===== config.mk =====
export PLATFORM = sky130hd
export DESIGN_NAME = dropout_mask_gen
export DESIGN_NICKNAME = d
export VERILOG_FILES = /design/src/rtl/dropout_mask_gen.sv
export SDC_FILE = /design/constraint.sdc
export NUM_CORES = 1
export LEC_CHECK = 0
export ABC_AREA = 1
export BUFFER_PORTS_ARGS = -buffer_cell sky130_fd_sc_hd__clkbuf_2
export CORE_MARGIN = 1.5
export CORE_UTILIZATION = 37
export CTS_CLUSTER_DIAMETER = 40
export DETAILED_ROUTE_END_ITERATION = 8
export PLACE_DENSITY = 0.65
export RECOVER_POWER = 50
export SLEW_MARGIN = 20
export SYNTH_ARGS = -nofsm -noshare
export SYNTH_HDL_FRONTEND = slang
export SYNTH_SLANG_ARGS = --single-unit

===== constraint.sdc =====
create_clock -name clk -period 4.9 [get_ports clk]
set_clock_uncertainty 0.1 [all_clocks]
set_input_delay 0.98 -clock clk [delete_from_list [all_inputs] [get_ports clk]]
set_output_delay 0.98 -clock clk [all_outputs]
set_load 0.01 [all_outputs]

===== src/rtl/dropout_mask_gen.sv =====
// Dropout keep-mask generator: Galois LFSR compares one byte per neuron
// against a latched threshold and offers the mask on a valid/ready port.
module dropout_mask_gen #(
  parameter int          N_NEURONS    = 8,
  parameter logic [15:0] SEED_DEFAULT = 16'hACE1,
  parameter bit          MIN_KEEP_EN  = 1'b1
) (
  input  logic                 clk,
  input  logic                 rst,
  input  logic                 ena,
  input  logic                 seed_load,
  input  logic [15:0]          seed_in,
  input  logic [7:0]           drop_thresh,
  input  logic                 req,
  output logic                 busy,
  output logic                 mask_valid,
  input  logic                 mask_ready,
  output logic [N_NEURONS-1:0] mask_out,
  output logic [3:0]           keep_cnt
);

  localparam int CW = (N_NEURONS > 1) ? $clog2(N_NEURONS) : 1;
  localparam logic [CW-1:0] LAST = CW'(N_NEURONS - 1);

  typedef enum logic [1:0] {
    IDLE,
    GEN,
    FIX,
    HOLD
  } state_t;

  state_t         state, state_d;
  logic [15:0]    lfsr, lfsr_d;
  logic [N_NEURONS-1:0] mask, mask_d;
  logic [CW-1:0]  cnt, cnt_d;
  logic [7:0]     thr, thr_d;
  logic [3:0]     pop_d;

  function automatic logic [15:0] step(input logic [15:0] v);
    return (v >> 1) ^ (v[0] ? 16'hB400 : 16'h0000);
  endfunction

  function automatic logic [3:0] popcnt(
    input logic [N_NEURONS-1:0] v
  );
    logic [3:0] s;
    s = '0;
    for (int i = 0; i < N_NEURONS; i++)
      s = s + 4'(v[i]);
    return s;
  endfunction

  always_comb begin
    state_d = state;
    lfsr_d  = lfsr;
    mask_d  = mask;
    cnt_d   = cnt;
    thr_d   = thr;
    unique case (state)
      IDLE: begin
        if (seed_load) begin
          lfsr_d = (seed_in == 16'h0) ? SEED_DEFAULT : seed_in;
        end else if (req) begin
          thr_d   = drop_thresh;
          mask_d  = '0;
          cnt_d   = '0;
          state_d = GEN;
        end
      end
      GEN: begin
        mask_d[cnt] = (lfsr[7:0] >= thr);
        lfsr_d      = step(lfsr);
        cnt_d       = cnt + 1'b1;
        if (cnt == LAST) begin
          if (MIN_KEEP_EN && mask_d == '0)
            state_d = FIX;
          else
            state_d = HOLD;
        end
      end
      FIX: begin
        // lfsr is not advanced here, so the index is the post-GEN value
        mask_d[lfsr[CW-1:0]] = 1'b1;
        state_d = HOLD;
      end
      HOLD: begin
        if (mask_ready) begin
          if (req) begin
            thr_d   = drop_thresh;
            mask_d  = '0;
            cnt_d   = '0;
            state_d = GEN;
          end else begin
            state_d = IDLE;
          end
        end
      end
      default: state_d = IDLE;
    endcase
  end

  assign pop_d = popcnt(mask_d);

  always_ff @(posedge clk or posedge rst) begin
    if (rst) begin
      state    <= IDLE;
      lfsr     <= SEED_DEFAULT;
      mask     <= '0;
      keep_cnt <= '0;
      cnt      <= '0;
      thr      <= '0;
    end else if (ena) begin
      state    <= state_d;
      lfsr     <= lfsr_d;
      mask     <= mask_d;
      keep_cnt <= pop_d;
      cnt      <= cnt_d;
      thr      <= thr_d;
    end
  end

  assign mask_out   = mask;
  assign mask_valid = (state == HOLD);
  assign busy       = (state == GEN) || (state == FIX);

endmodule


[Yosys cells after proc, flatten, opt, wreduce, memory -nomap -nowiden]
Index checks and enable logic that the tools add are counted.
Cells by class
  add/sub/neg operators: 8
  magnitude comparators: 5
  eq/ne operators: 9
  mux-type cells: 28
  bitwise gates (word level): 2
  reduce and logical (&&, ||, !) cells: 13
Operator list (number)
  $mux W16: 3
  $mux W8: 6
  $pmux W16 S2: 1
  $pmux W8 S4: 1
  $add A4 B1 Y4: 4
  $logic_not A16 Y1: 1
  $pmux W8 S2: 1
  $xor A15 B16 Y16: 1
  $mux W3: 3
  $pmux W3 S3: 1
  $bwmux W8: 1
  $ge A8 B8 Y1: 1
  $logic_not A8 Y1: 1
  $lt A3 B4 Y1 const B: 2
  $mux W2: 4
  $ne A2 B2 Y1 const B: 4
  $or A8 B8 Y8: 1
  $pmux W2 S4: 1
  $reduce_and A4 Y1: 2
  $demux W1 S3: 2
  $ge A3 B1 Y1 const B: 2
  $reduce_and A5 Y1: 1
  $add A3 B1 Y4: 1
  $eq A2 B2 Y1 const B: 2
  other kinds (13): 18
Word-level totals
  register bits: 41
  bits of input ports: 30
  output and inout bits: 14
  word-level logic and storage cells: 71

[Logic depth before layout (Yosys ltp)]
  depth after elaboration: 13
  gate-level depth with buffers: 24

[Worst setup path after synthesis]
Ideal clock, no wire load.
  kind: input-to-reg
  from: input mask_ready
  to: register keep_cnt[2]
  setup time: 0.083 ns
  data arrival time: 4.071 ns
  required time: 4.717 ns
  setup slack: 0.647 ns
  cell stages on the path: 18
  buffers on the path: 0
  cells stage by stage: nor2_2 a21oi_2 a21oi_1 or2_1 nand2_1 nand2_1 inv_1 fa_1 inv_1 fa_1 inv_1 fa_1 inv_1 ha_1 inv_1 fa_1 xor2_1 o21ai_0
Between the ends
  longest elaborated chain between the ends: 9
Ends and longest elaborated chain
  start: declaration: line 17  | input logic mask_ready,
  $mux W8 *: line 87  | if (mask_ready) begin
  $pmux W8 S4 *: line 59  | unique case (state)
  $add A1 B1 Y2: line 49  | s = s + 4'(v[i]);
  $add A2 B1 Y3: line 49
  $add A3 B1 Y4: line 49
  $add A4 B1 Y4 (3 in a row): line 49
  $add A4 B1 Y4 *: line 49
  end signal: assignment: line 116  | keep_cnt <= pop_d;
  end: declaration: line 19  | output logic [3:0] keep_cnt
Mark *: on every way between the ends. The rest lies on a longest branch, timed or not.
A chain may end at the register's enable or synchronous reset.

[Worst setup path after layout]
  from: register lfsr[0]
  to: register keep_cnt[2]
Between the ends
  longest elaborated chain between the ends: 13
  elaborated cells on any way between the ends: 16
  classes of those cells: add/sub: 7; order compare: 3; mux: 4; bitwise: 1; reduce/logical: 1
Ends and longest elaborated chain
  start: declaration: line 33  | logic [15:0] lfsr, lfsr_d;
  start signal: assignment: line 114  | lfsr <= lfsr_d;
  $lt A3 B4 Y1 (not written as such) / $ge A3 B1 Y1 (equally long branches): line 83  | mask_d[lfsr[CW-1:0]] = 1'b1;
  $logic_and A1 B1 Y1 (not written as such): line 83
  $mux W1 (not written as such): line 83
  $demux W1 S3: line 83
  $or A8 B8 Y8 (no source line)
  $pmux W8 S4 *: line 59
  $add A1 B1 Y2: line 49
  $add A2 B1 Y3: line 49
  $add A3 B1 Y4: line 49
  $add A4 B1 Y4 (3 in a row): line 49
  $add A4 B1 Y4 *: line 49
Marks and branches as above.

==> impl_metrics.py <==
metrics = {
    "clock_tree": {
        "cts_resized": 0,
        "cts_buffers": 5,
        "cts_setup_buffers": 0,
        "cts-hold-fix-buffers": 0,
        "clock-sinks": 41,
        "htreeDepth": 2,
        "insertion_delay_ps": 300,
        "cts_tree": "built",
        "root_buffer": "clkbuf_8",
        "clock_path_buffers": 2,
        "path_clk_slew_ps": 90,
    },
    "routing": {
        "route.vias.total": 2579,
        "drt_iter0_markers": 150,
        "drc": 0,
        "wl_mm": 6.56,
        "via_per_inst": 4.96,
        "wl_per_cell_um": 12.6,
        "antenna_left": 0,
        "dr.pass1.iters": 4,
    },
    "cells_and_area": {
        "final_cell_mix": "nand2_1 (84), inv_1 (53), nor2_1 (37)",
        "antenna_cells": 0,
        "final_cells": 520,
        "drive_above_1_share": 0.183,
        "fin_nets": 471,
        "mostFrequentLayoutCell": "nand2_1",
        "areaGrowthSynthToFinish_pct": 13.4,
    },
    "worst_setup_path": {
        "end_kind": "register",
        "cp_max_fo": 10,
        "crit_required_ps": 5030,
        "worst_ep_arrival_time_ps": 4630,
        "start_kind": "register",
        "crit_type": "register to register",
    },
    "timing": {
        "tightest_slew_ps": 2150,
        "fmax_mhz": 222,
        "timing.hold.ws_ps": 383,
        "hold_viol": 0,
        "setup_viol": 0,
        "rsz0062_at_grt": "false",
        "maxSlewHeadroom": -0.436,
        "post-route-period-util": 0.920,
        "fin_crit_ps": 4510,
        "final.setup.tns_ps": 0,
        "slew_viol_final": 42,
    },
    "outcome": {
        "violations": "capacitance limit, slew limit",
        "outcome": "finished, violations left",
    },
    "min_path": {
        "min_path_type": "register to register",
    },
    "die": {
        "rows": 31,
        "fp.dieW_um": 90.3,
        "io_pins": 44,
        "coreArea_mm2": 0.00733,
        "dieArea_mm2": 0.00815,
        "dieHeight_um": 90.3,
        "initial_utilization": 0.385,
    },
    "logic_synthesis": {
        "synth_enable_flop_cells": 0,
        "synth_seq_area_share": 0.368,
        "syn_avg_cell_area_um2": 7.44,
        "synthFlopType": "dfrtp_1",
        "syn-cell-area_mm2": 0.00282,
        "ys_ff_latch": 41,
        "ys_types": 38,
        "syn_nets": 430,
        "synth_adder_area_share": 0.104,
        "synth_cells": 379,
        "synthMuxAreaShare": 0.00399,
        "yosys_warnings": 0,
        "synth_top_family_by_area": "simple AND/OR/NAND/NOR gates",
        "async_flop_share": 1.00,
        "synth_compound_gate_area_share": 0.164,
        "yosys.area_share.simple": 0.260,
        "synth_xor_xnor_area_share": 0.00311,
    },
    "placed_design": {
        "placed_cells": 512,
        "dp.final_hpwl_mm": 5.18,
        "port_buffers": 43,
        "gp_congestion": 0.940,
    },
    "power": {
        "power_mw": 2.10,
        "p_per_area_mw_per_mm2": 657,
        "vdd_ir_drop_max_uv": 326,
        "p_leak_nw": 1.59,
    },
    "global_routing": {
        "first_global_vias": 2478,
        "grt_pass1_wl_mm": 11.7,
        "grt_max_degree": 42,
        "grt_usage": 0.176,
        "overflow": 0,
        "antenna_found_initial": 0,
    },
    "flow_run": {
        "maxCapViolCount": 1,
    },
}
-- cells in the mapped netlist (all sizes together) (7+ instances only) --
cell / n / area [µm²]
nand2: 85 / 322
a21oi: 23 / 130
buf: 7 / 42.5
a31oi: 7 / 43.8
nand3: 20 / 100
nor2: 41 / 164
ha: 17 / 213
o21ai: 37 / 193
inv: 58 / 218
dfrtp: 33 / 826
or2: 7 / 43.8
dfstp: 8 / 210
-- report_power, final --
group	internal, mW	total, mW	leakage [nW]	switching [mW]
clock network	0.103	0.236	0.0447	0.133
logic	0.449	1.23	1.06	0.784
registers	0.515	0.630	0.489	0.116
-- area by class of cell --
| type | instances | area (µm²) |
|---|---|---|
| Multi-Input combinational cell | 269 | 1510 |
| Tap cell | 99 | 124 |
| Inverter | 58 | 218 |
| Fill cell | 751 | 4130 |
| Sequential cell | 41 | 1040 |
| Clock buffer | 5 | 68.8 |
| Clock inverter | 3 | 25.0 |
| Timing Repair Buffer | 45 | 218 |
-- worst max-delay path, stage by stage, from the launching register on --
cell     delay, ps
dfstp_2        620
inv_1          130
ha_1           300
nand2_1         40
nor2_1          90
nor2_1          50
nand2_1         60
nand2_2        100
nand3_1         90
nand2_1         60
o21ai_0        210
nand2_1        130
fa_1           490
inv_1           50
fa_1           500
inv_1           50
fa_1           430
inv_1           60
ha_1           160
inv_1           50
fa_1           370
xor2_1         150
o21ai_0        140
-- metrics by stage --
stage	utilization	area, µm²	setup slack (ps)
floorplan	-	2820	647
global placement	0.425	3120	426
detailed placement	0.425	3120	303
CTS	0.438	3210	373
global route	0.436	3200	23.5
finish	0.436	3200	394
-- worst paths after layout --
check | depth (start not counted) | start | slack, ps | end
setup / recovery | 22 | lfsr[0] | 390 | keep_cnt[2]
hold / removal | 2 | keep_cnt[0] | 380 | keep_cnt[0]
setup reg to reg | 22 | lfsr[0] | 390 | keep_cnt[2]
hold reg to reg | 2 | keep_cnt[0] | 380 | keep_cnt[0]
max in group asynchronous | 3 | rst | 2130 | lfsr[9]
min in group asynchronous | 3 | rst | 1340 | thr[1]
-- logic make-up after synthesis --
logic type,Yosys count
flops,41
fa+ha+maj,21
mux,1
buf+inv,69
simple gates,167
compound gates,79
xor+xnor,1
-- layer usage --
metal  vias to the layer above  track usage  wire length (µm)
met4                         0       0.0569                69
met1                      1197        0.250              3230
met3                         4       0.0236               258
li1                       1319            -                 -
met5                         -            0                 0
met2                        59        0.277              3000
-- sequential cells by signal (all words and copies together), names as in the netlist --
signal	cells
mask_out	8
thr	8
cnt	3
lfsr	16
state	2
keep_cnt	4
(Power assumes the default switching activity.)
